<file path="config.mk">
export PLATFORM = sky130hd
export DESIGN_NAME = divider_arbiter
export DESIGN_NICKNAME = d
export VERILOG_FILES = /design/src/rtl/divider_arbiter.sv
export SDC_FILE = /design/constraint.sdc
export NUM_CORES = 1
export LEC_CHECK = 0
export ABC_AREA = 1
export CORE_MARGIN = 3
export CORE_UTILIZATION = 30
export DETAILED_ROUTE_END_ITERATION = 8
export SKIP_CTS_REPAIR_TIMING = 1
export SLEW_MARGIN = 20
export SYNTH_ARGS = -nofsm -noshare
export SYNTH_HDL_FRONTEND = slang
export SYNTH_SLANG_ARGS = --single-unit
</file>
<file path="constraint.sdc">
create_clock -name clk_i -period 2.6 [get_ports clk_i]
set_input_delay 0.52 -clock clk_i [delete_from_list [all_inputs] [get_ports clk_i]]
set_output_delay 0.52 -clock clk_i [all_outputs]
set_load 0.03 [all_outputs]
</file>
<file path="src/rtl/divider_arbiter.sv">
// Round-robin arbiter sharing one sequential 8-bit divider among NUM_REQ clients,
// with a watchdog that aborts a division the divider never finishes.
module divider_arbiter #(
  parameter int NUM_REQ        = 4,
  parameter int TIMEOUT_CYCLES = 1024
) (
  input  logic                 clk_i,
  input  logic                 reset_ni,
  input  logic [NUM_REQ-1:0]   req_valid_i,
  output logic [NUM_REQ-1:0]   req_ready_o,
  input  logic [NUM_REQ*8-1:0] req_dividend_i,
  input  logic [NUM_REQ*8-1:0] req_divisor_i,
  output logic [NUM_REQ-1:0]   resp_valid_o,
  input  logic [NUM_REQ-1:0]   resp_ready_i,
  output logic [8:0]           resp_quotient_o,
  output logic                 resp_err_o,
  output logic                 div_start_o,
  output logic [7:0]           div_dividend_o,
  output logic [7:0]           div_divisor_o,
  input  logic                 div_busy_i,
  input  logic                 div_finish_i,
  input  logic [8:0]           div_quotient_i
);

  localparam int IdW  = (NUM_REQ > 1) ? $clog2(NUM_REQ) : 1;
  localparam int CntW = (TIMEOUT_CYCLES > 0) ? $clog2(TIMEOUT_CYCLES + 1) : 1;

  typedef enum logic [2:0] {IDLE, ISSUE, ARM, WAIT, RESP} state_e;

  state_e           state_q, state_d;
  logic [IdW-1:0]   rrPtr_q, rrPtr_d;
  logic [IdW-1:0]   owner_q, owner_d;
  logic [7:0]       dividend_q, dividend_d;
  logic [7:0]       divisor_q, divisor_d;
  logic [8:0]       quotient_q, quotient_d;
  logic             err_q, err_d;
  logic [CntW-1:0]  wdCnt_q, wdCnt_d;

  logic             grantFound;
  logic [IdW-1:0]   grantIdx;
  logic [NUM_REQ-1:0] reqReady;
  logic [NUM_REQ-1:0] respValid;
  logic             divStart;
  logic [CntW-1:0]  wdNext;

  function automatic logic [IdW-1:0] wrapIdx(input int base, input int off);
    int sum;
    sum = base + off;
    if (sum >= NUM_REQ) sum = sum - NUM_REQ;
    return IdW'(sum);
  endfunction

  // First valid requester at or after the round-robin pointer.
  always_comb begin
    grantFound = 1'b0;
    grantIdx   = '0;
    for (int i = 0; i < NUM_REQ; i++) begin
      if (!grantFound && req_valid_i[wrapIdx(int'(rrPtr_q), i)]) begin
        grantFound = 1'b1;
        grantIdx   = wrapIdx(int'(rrPtr_q), i);
      end
    end
  end

  always_comb begin
    state_d    = state_q;
    rrPtr_d    = rrPtr_q;
    owner_d    = owner_q;
    dividend_d = dividend_q;
    divisor_d  = divisor_q;
    quotient_d = quotient_q;
    err_d      = err_q;
    wdCnt_d    = wdCnt_q;
    reqReady   = '0;
    respValid  = '0;
    divStart   = 1'b0;
    wdNext     = wdCnt_q + 1'b1;
    case (state_q)
      IDLE: begin
        if (grantFound && !div_busy_i) begin
          reqReady[grantIdx] = 1'b1;
          dividend_d = req_dividend_i[int'(grantIdx)*8 +: 8];
          divisor_d  = req_divisor_i[int'(grantIdx)*8 +: 8];
          owner_d    = grantIdx;
          rrPtr_d    = wrapIdx(int'(grantIdx), 1);
          state_d    = ISSUE;
        end
      end
      ISSUE: begin
        divStart = 1'b1;
        wdCnt_d  = '0;
        state_d  = ARM;
      end
      // A finish level left over from the previous division is ignored here.
      ARM: state_d = WAIT;
      WAIT: begin
        if (div_finish_i && !div_busy_i) begin
          quotient_d = div_quotient_i;
          err_d      = 1'b0;
          state_d    = RESP;
        end else begin
          wdCnt_d = wdNext;
          if (TIMEOUT_CYCLES != 0 && wdNext == CntW'(TIMEOUT_CYCLES)) begin
            quotient_d = '0;
            err_d      = 1'b1;
            state_d    = RESP;
          end
        end
      end
      RESP: begin
        respValid[owner_q] = 1'b1;
        if (resp_ready_i[owner_q]) state_d = IDLE;
      end
      default: state_d = IDLE;
    endcase
  end

  always_ff @(posedge clk_i or negedge reset_ni) begin
    if (!reset_ni) begin
      state_q    <= IDLE;
      rrPtr_q    <= '0;
      owner_q    <= '0;
      dividend_q <= '0;
      divisor_q  <= '0;
      quotient_q <= '0;
      err_q      <= 1'b0;
      wdCnt_q    <= '0;
    end else begin
      state_q    <= state_d;
      rrPtr_q    <= rrPtr_d;
      owner_q    <= owner_d;
      dividend_q <= dividend_d;
      divisor_q  <= divisor_d;
      quotient_q <= quotient_d;
      err_q      <= err_d;
      wdCnt_q    <= wdCnt_d;
    end
  end

  // The grant is combinational, so it is also masked while reset is held.
  assign req_ready_o     = reqReady & {NUM_REQ{reset_ni}};
  assign resp_valid_o    = respValid;
  assign div_start_o     = divStart;
  assign div_dividend_o  = dividend_q;
  assign div_divisor_o   = divisor_q;
  assign resp_quotient_o = quotient_q;
  assign resp_err_o      = err_q;

endmodule

</file>
==> results.cfg, run 1 <==
[grt]
grt.total_usage_pct = 16.6
grt_max_degree = 45
grt.met1_usage_pct = 20.7
grt_first_pass_wirelength_mm = 15.5
top_usage_layer = met2
grt_antenna_before_repair = 0
gr-usage-met3_pct = 4.56
overflow = 0
grt_pass1_vias = 3300
use_met2_pct = 28.2

[synth]
yosysMostFrequentCell = nand2_1
synth.distinct_cells = 35
ys_seq_area_share_pct = 35.6
synth-main-ff-cell = dfrtp_1
ys_seq_elements = 44
synth_xor_area_share_pct = 1.70
synth_top_family_by_area = simple AND/OR/NAND/NOR gates
yosys.area.top_type_share_pct = 35.6
synth_compound_area_share_pct = 3.72
async_flop_share_pct = 100
yosys_warnings = 0
syn_area_per_cell_um2 = 6.40
synth_top_cell_by_area = dfrtp_1
synthCells = 484
synthMuxAreaShare_pct = 0
syn_area_mm2 = 0.00310
synth_commonest_cells = nand2_1 (188), inv_1 (62), nor2_1 (50)
synth_area_leaders = dfrtp_1 (36%), nand2_1 (23%), inv_1 (7.5%), nor2_1 (6.1%), nand3_1 (5.2%)
synthAdderAreaFrac_pct = 0.404
synth_edf_count = 0
synth_nets = 570
yosys.area_share.simple_pct = 47.3

[critical_path]
worstSetupStartpointType = register
rr_endpoint = resp_quotient_o[4]
r2r_slack_ps = 310
startpoint = rrPtr_q[0]
timing.rr.start = wdCnt_q[0]
cp.required_ps = 2080
cp_num_cells = 11
crit_chain = buf_6 -> nand2_2 -> nand2_4 -> nand2_4 -> nand2_4 -> nor2_4 -> nand3_4 -> nand3_4 -> nand2_4 -> nor3_2 -> buf_4
critical_path.max_fanout = 6
critPathBufInv = 2
critPathCaptureType = primary output
crit_end = req_ready_o[2]
path_class = register to primary output
crit_family = simple AND/OR/NAND/NOR gates
crit_arrival_ps = 2050
slowest_stage = dfrtp_2
reg2reg_depth = 12
cpMostUsedCell = nand2_4
slowest_delay_ps = 500

[clocking]
cts-root-buf = clkbuf_8
cts_buffer_depth = 2
clock_latency_ps = 300
htreeDepth = 2
numCtsBuffers = 5
clk_pin_slew_ps = 80
cts_tree = yes
cts_sinks = 44

[floorplan]
rows = 36
start_util_pct = 31.2
die-area_mm2 = 0.0116
core_area_mm2 = 0.00991
io_pins = 120
die_height_um = 108
die_w_um = 108

[timing]
worstMarginPinSlew_ps = 573
skew_ps = 9.43
finalWorstSetupSlack_ps = 32.3
whs_ps = 320
drv_slew = 0
rsz0062_at_grt = yes
slew_headroom_pct = 61.8
setup_viol = 0
finalCritPeriodShare_pct = 98.8
post-route-min-period_ps = 2570
clock.fmax_ghz = 0.389
finalHoldViolations = 0

[finish]
fillCellCount = 1032
final_nets = 713
design_area_mm2 = 0.00492
multi_input_area_mm2 = 0.00181
seq_area_mm2 = 0.00110
layout-drive-gt1-share_pct = 15.6
syn2layout_area_growth_pct = 58.8
diodes = 0
fin_cells = 761

[detailed_routing]
vias_per_cell = 4.47
drtIter0Drc = 124
wl_per_cell_um = 12.8
vias = 3403
wl_mm = 9.76
ant_nets = 0
drc = 0
dr.pass1.iters = 4

[min_path]
min_path_type = input pin to asynchronous set/reset pin

[placement]
port_buffers = 119
pre_cts_slack_ps = -63.1
hpwl_mm = 7.32
dpl.cell_count = 742
placed_area_mm2 = 0.00452
routabilityCongestion = 0.853

[outcome]
status = completed

[pwr]
leakagePower_nw = 2.49
pwr_density_cell_mw_per_mm2 = 1190
total_power_mw = 5.86
vdd_drop_max_v = 0.000663

[run]
drv_cap = 0
-- power by group --
group	internal (mW)	leakage, nW	switching [mW]	total [mW]
combinational	1.61	1.89	2.49	4.10
clock	0.339	0.0645	0.234	0.573
sequential	0.964	0.536	0.223	1.19
total	2.91	2.49	2.94	5.86
-- cells by family after synthesis --
kind of cell	after synthesis
buffers and inverters	82
AOI/OAI and AO/OA	20
and+or+nand+nor	331
xor gates and xnor gates	6
DFF	44
adders and majority gates	1
-- area by class of cell --
cell class,count,share of cell area [%]
Multi-Input combinational cell,358,36.9
Sequential cell,44,22.4
Clock buffer,7,1.96
Clock inverter,1,0.611
Timing Repair inverter,1,0.102
Tap cell,133,3.38
Timing Repair Buffer,149,29.1
Inverter,68,5.50
-- how the worst min path moves through the flow --
stage / start / end / slack, ps / depth (start not counted)
floorplan: reset_ni / div_dividend_o[0] / 220 / 0
global placement: resp_quotient_o[2] / resp_quotient_o[2] / 480 / 2
detailed placement: resp_quotient_o[2] / resp_quotient_o[2] / 490 / 2
CTS: reset_ni / div_divisor_o[2] / 340 / 2
global route: reset_ni / rrPtr_q[1] / 380 / 2
finish: reset_ni / rrPtr_q[1] / 320 / 2
-- registers in the layout (all words and copies together) (netlist names) --
register and flops:
wdCnt_q 11, resp_quotient_o 9, div_dividend_o 8, div_divisor_o 8
state_q 3, owner_q 2, rrPtr_q 2, resp_err_o 1
-- layer usage --
| metal | up-vias | part of all wire, % |
|---|---|---|
| li1 | 1782 | - |
| met1 | 1519 | 43 |
| met2 | 95 | 49 |
| met3 | 7 | 6.8 |
| met4 | 0 | 1.1 |
| met5 | - | 0 |
-- cell usage in the layout, fill, tap and decap left out, types with 2 or more instances in the layout --
cell / instances
buf_4: 31
or2_2: 3
nand2_4: 13
nand2_1: 169
nor2_4: 2
dlymetal6s2s_1: 4
xor2_1: 6
clkdlybuf4s50_1: 110
nor2_2: 2
inv_4: 4
inv_2: 5
nand3_4: 5
clkbuf_8: 7
a22o_1: 2
dfrtp_1: 42
nor2_1: 48
nand3_1: 30
nand4_1: 20
o22ai_1: 3
nand3_2: 2
nor3_2: 4
a21oi_1: 5
nor3_1: 8
nand2_2: 11
or2_0: 8
or2_1: 5
inv_1: 57
buf_6: 2
o21ai_0: 7
dfrtp_2: 2
-- metrics by stage --
stage / setup TNS [ps] / utilization [%]
after floorplan: -147 / -
after global placement: -25.9 / 45.6
after detailed placement: -206 / 45.6
after CTS: -275 / 46.9
after global routing: -255 / 49.6
final: 0 / 49.6
Power figures use the tool's default switching activity.
==> inputs of run 2 (changes only) <==
--- a/config.mk
+++ b/config.mk
@@ -7,8 +7,9 @@
 export LEC_CHECK = 0
 export ABC_AREA = 1
 export CORE_MARGIN = 3
-export CORE_UTILIZATION = 30
+export CORE_UTILIZATION = 43
 export DETAILED_ROUTE_END_ITERATION = 8
+export PLACE_DENSITY = 0.79
 export SKIP_CTS_REPAIR_TIMING = 1
 export SLEW_MARGIN = 20
 export SYNTH_ARGS = -nofsm -noshare
==> results.cfg, run 2 (synthesis results as in run 1) <==
[detailed_routing]
dr.pass1.iters = 4
wl_mm = 9.71
wl_per_cell_um = 13.4
drtIter0Drc = 129
ant_nets = 0
vias_per_cell = 4.85
drc = 0
vias = 3501

[finish]
final_nets = 712
layout-drive-gt1-share_pct = 14.4
syn2layout_area_growth_pct = 53.3
final_cell_mix = nand2_1 (174), clkdlybuf4s50_1 (110), inv_1 (58)
largest_register_ffs = 11
diodes = 0
top_register = wdCnt_q
final_common_cell = nand2_1

[pwr]
vdd_drop_max_v = 0.000492
total_power_mw = 5.57
leakagePower_nw = 2.42
pwr_density_cell_mw_per_mm2 = 1170

[critical_path]
cpMostUsedCell = nand2_2
cp.required_ps = 2080
crit_arrival_ps = 2050
slowest_delay_ps = 480
path_class = register to primary output
critical_path.max_fanout = 7
worstSetupStartpointType = register
critPathCaptureType = primary output
slowest_stage = dfrtp_2
crit_chain = buf_6 -> nand2_1 -> nand2_2 -> nand2_2 -> nand2_2 -> nand2_2 -> nand2_2 -> nand2_4 -> nand3_4 -> inv_4 -> nand2_4 -> nor3_2 -> buf_4

[clocking]
numCtsBuffers = 5
htreeDepth = 2
cts_tree = yes
cts_sinks = 44
cts_buffer_depth = 2
cts-root-buf = clkbuf_8
clock_latency_ps = 300
clk_pin_slew_ps = 80

[run]
drv_cap = 0

[timing]
setup_viol = 0
drv_slew = 0
clock.fmax_ghz = 0.389
rsz0062_at_grt = yes
finalSetupTns_ps = 0
finalCritPeriodShare_pct = 98.8
finalWorstSetupSlack_ps = 31.5
slew_headroom_pct = 62.5
finalHoldViolations = 0
skew_ps = 5.48
post-route-min-period_ps = 2570
worstMarginPinSlew_ps = 562

[grt]
grt_max_degree = 45
grt.total_usage_pct = 22.7
overflow = 0
grt_pass1_vias = 3393
grt_antenna_before_repair = 0
grt_first_pass_wirelength_mm = 15.5

[min_path]
min_path_type = input pin to asynchronous set/reset pin

[outcome]
status = completed

[placement]
routabilityCongestion = 0.884
port_buffers = 119
hpwl_mm = 7.15
pre_cts_slack_ps = -95.9

[floorplan]
rows = 30
die_w_um = 90.9
core_area_mm2 = 0.00691
die_height_um = 90.9
io_pins = 120
start_util_pct = 44.8
die-area_mm2 = 0.00826
run 2: cell types whose count changed in the layout (fill, tap and decap cells not counted), moves of 2 or more:
| cell | previous run | this run |
|---|---|---|
| nand3_4 | 5 | 3 |
| nand2_4 | 13 | 5 |
| nand2_1 | 169 | 174 |
| nand3_2 | 2 | 4 |
| nand2_2 | 11 | 14 |
| clkbuf_8 | 7 | 5 |
run 2: worst max-delay path: cells and delay by family (launching register included):
kind	cells	cell delay [ps]
buf+inv	3	420
flops	1	480
simple gates	10	850
run 2: stage by stage:
stage	hold WS, ps	cell area, µm²	utilization [%]	instances
2_1_floorplan	224	3110	-	484
5_1_grt	348	4750	68.7	722
6_report	304	4750	68.7	722
3_3_place_gp	482	4480	64.8	705
3_5_place_dp	495	4480	64.8	705
4_1_cts	327	4560	66.0	712
run 2: power breakdown:
part	switching (mW)	leakage, nW	internal, mW
sequential	0.202	0.536	0.964
combinational	2.45	1.85	1.53
clock	0.242	0.0400	0.182
run 2: cell type report:
type,instances,area (µm²)
Clock inverter,2,12.5
Inverter,68,270
Fill cell,610,2160
Multi-Input combinational cell,358,1750
Clock buffer,5,68.8
Timing Repair Buffer,148,1420
Tap cell,96,120
Sequential cell,44,1100
Timing Repair inverter,1,5.00
run 2: worst paths after layout:
check | depth (start not counted) | end | startpoint | slack, ps
max reg2reg | 15 | div_dividend_o[2] | rrPtr_q[0] | 340
max | 13 | req_ready_o[3] | rrPtr_q[0] | 30
min reg2reg | 2 | resp_quotient_o[1] | resp_quotient_o[1] | 510
min in group clk_i | 2 | resp_quotient_o[1] | resp_quotient_o[1] | 510
max in group asynchronous | 2 | rrPtr_q[0] | reset_ni | 1900
min | 2 | rrPtr_q[1] | reset_ni | 300
run 2: per-layer routing:
layer  GRT usage [%]  up-vias  share of wire, %  routed length [µm]
li1                -     1783                 -                   -
met5               0        -                 0                   0
met2            39.7      111                51                4920
met4            5.53        0               1.6                 158
met3            5.33       13               6.1                 593
met1            28.3     1594                42                4030
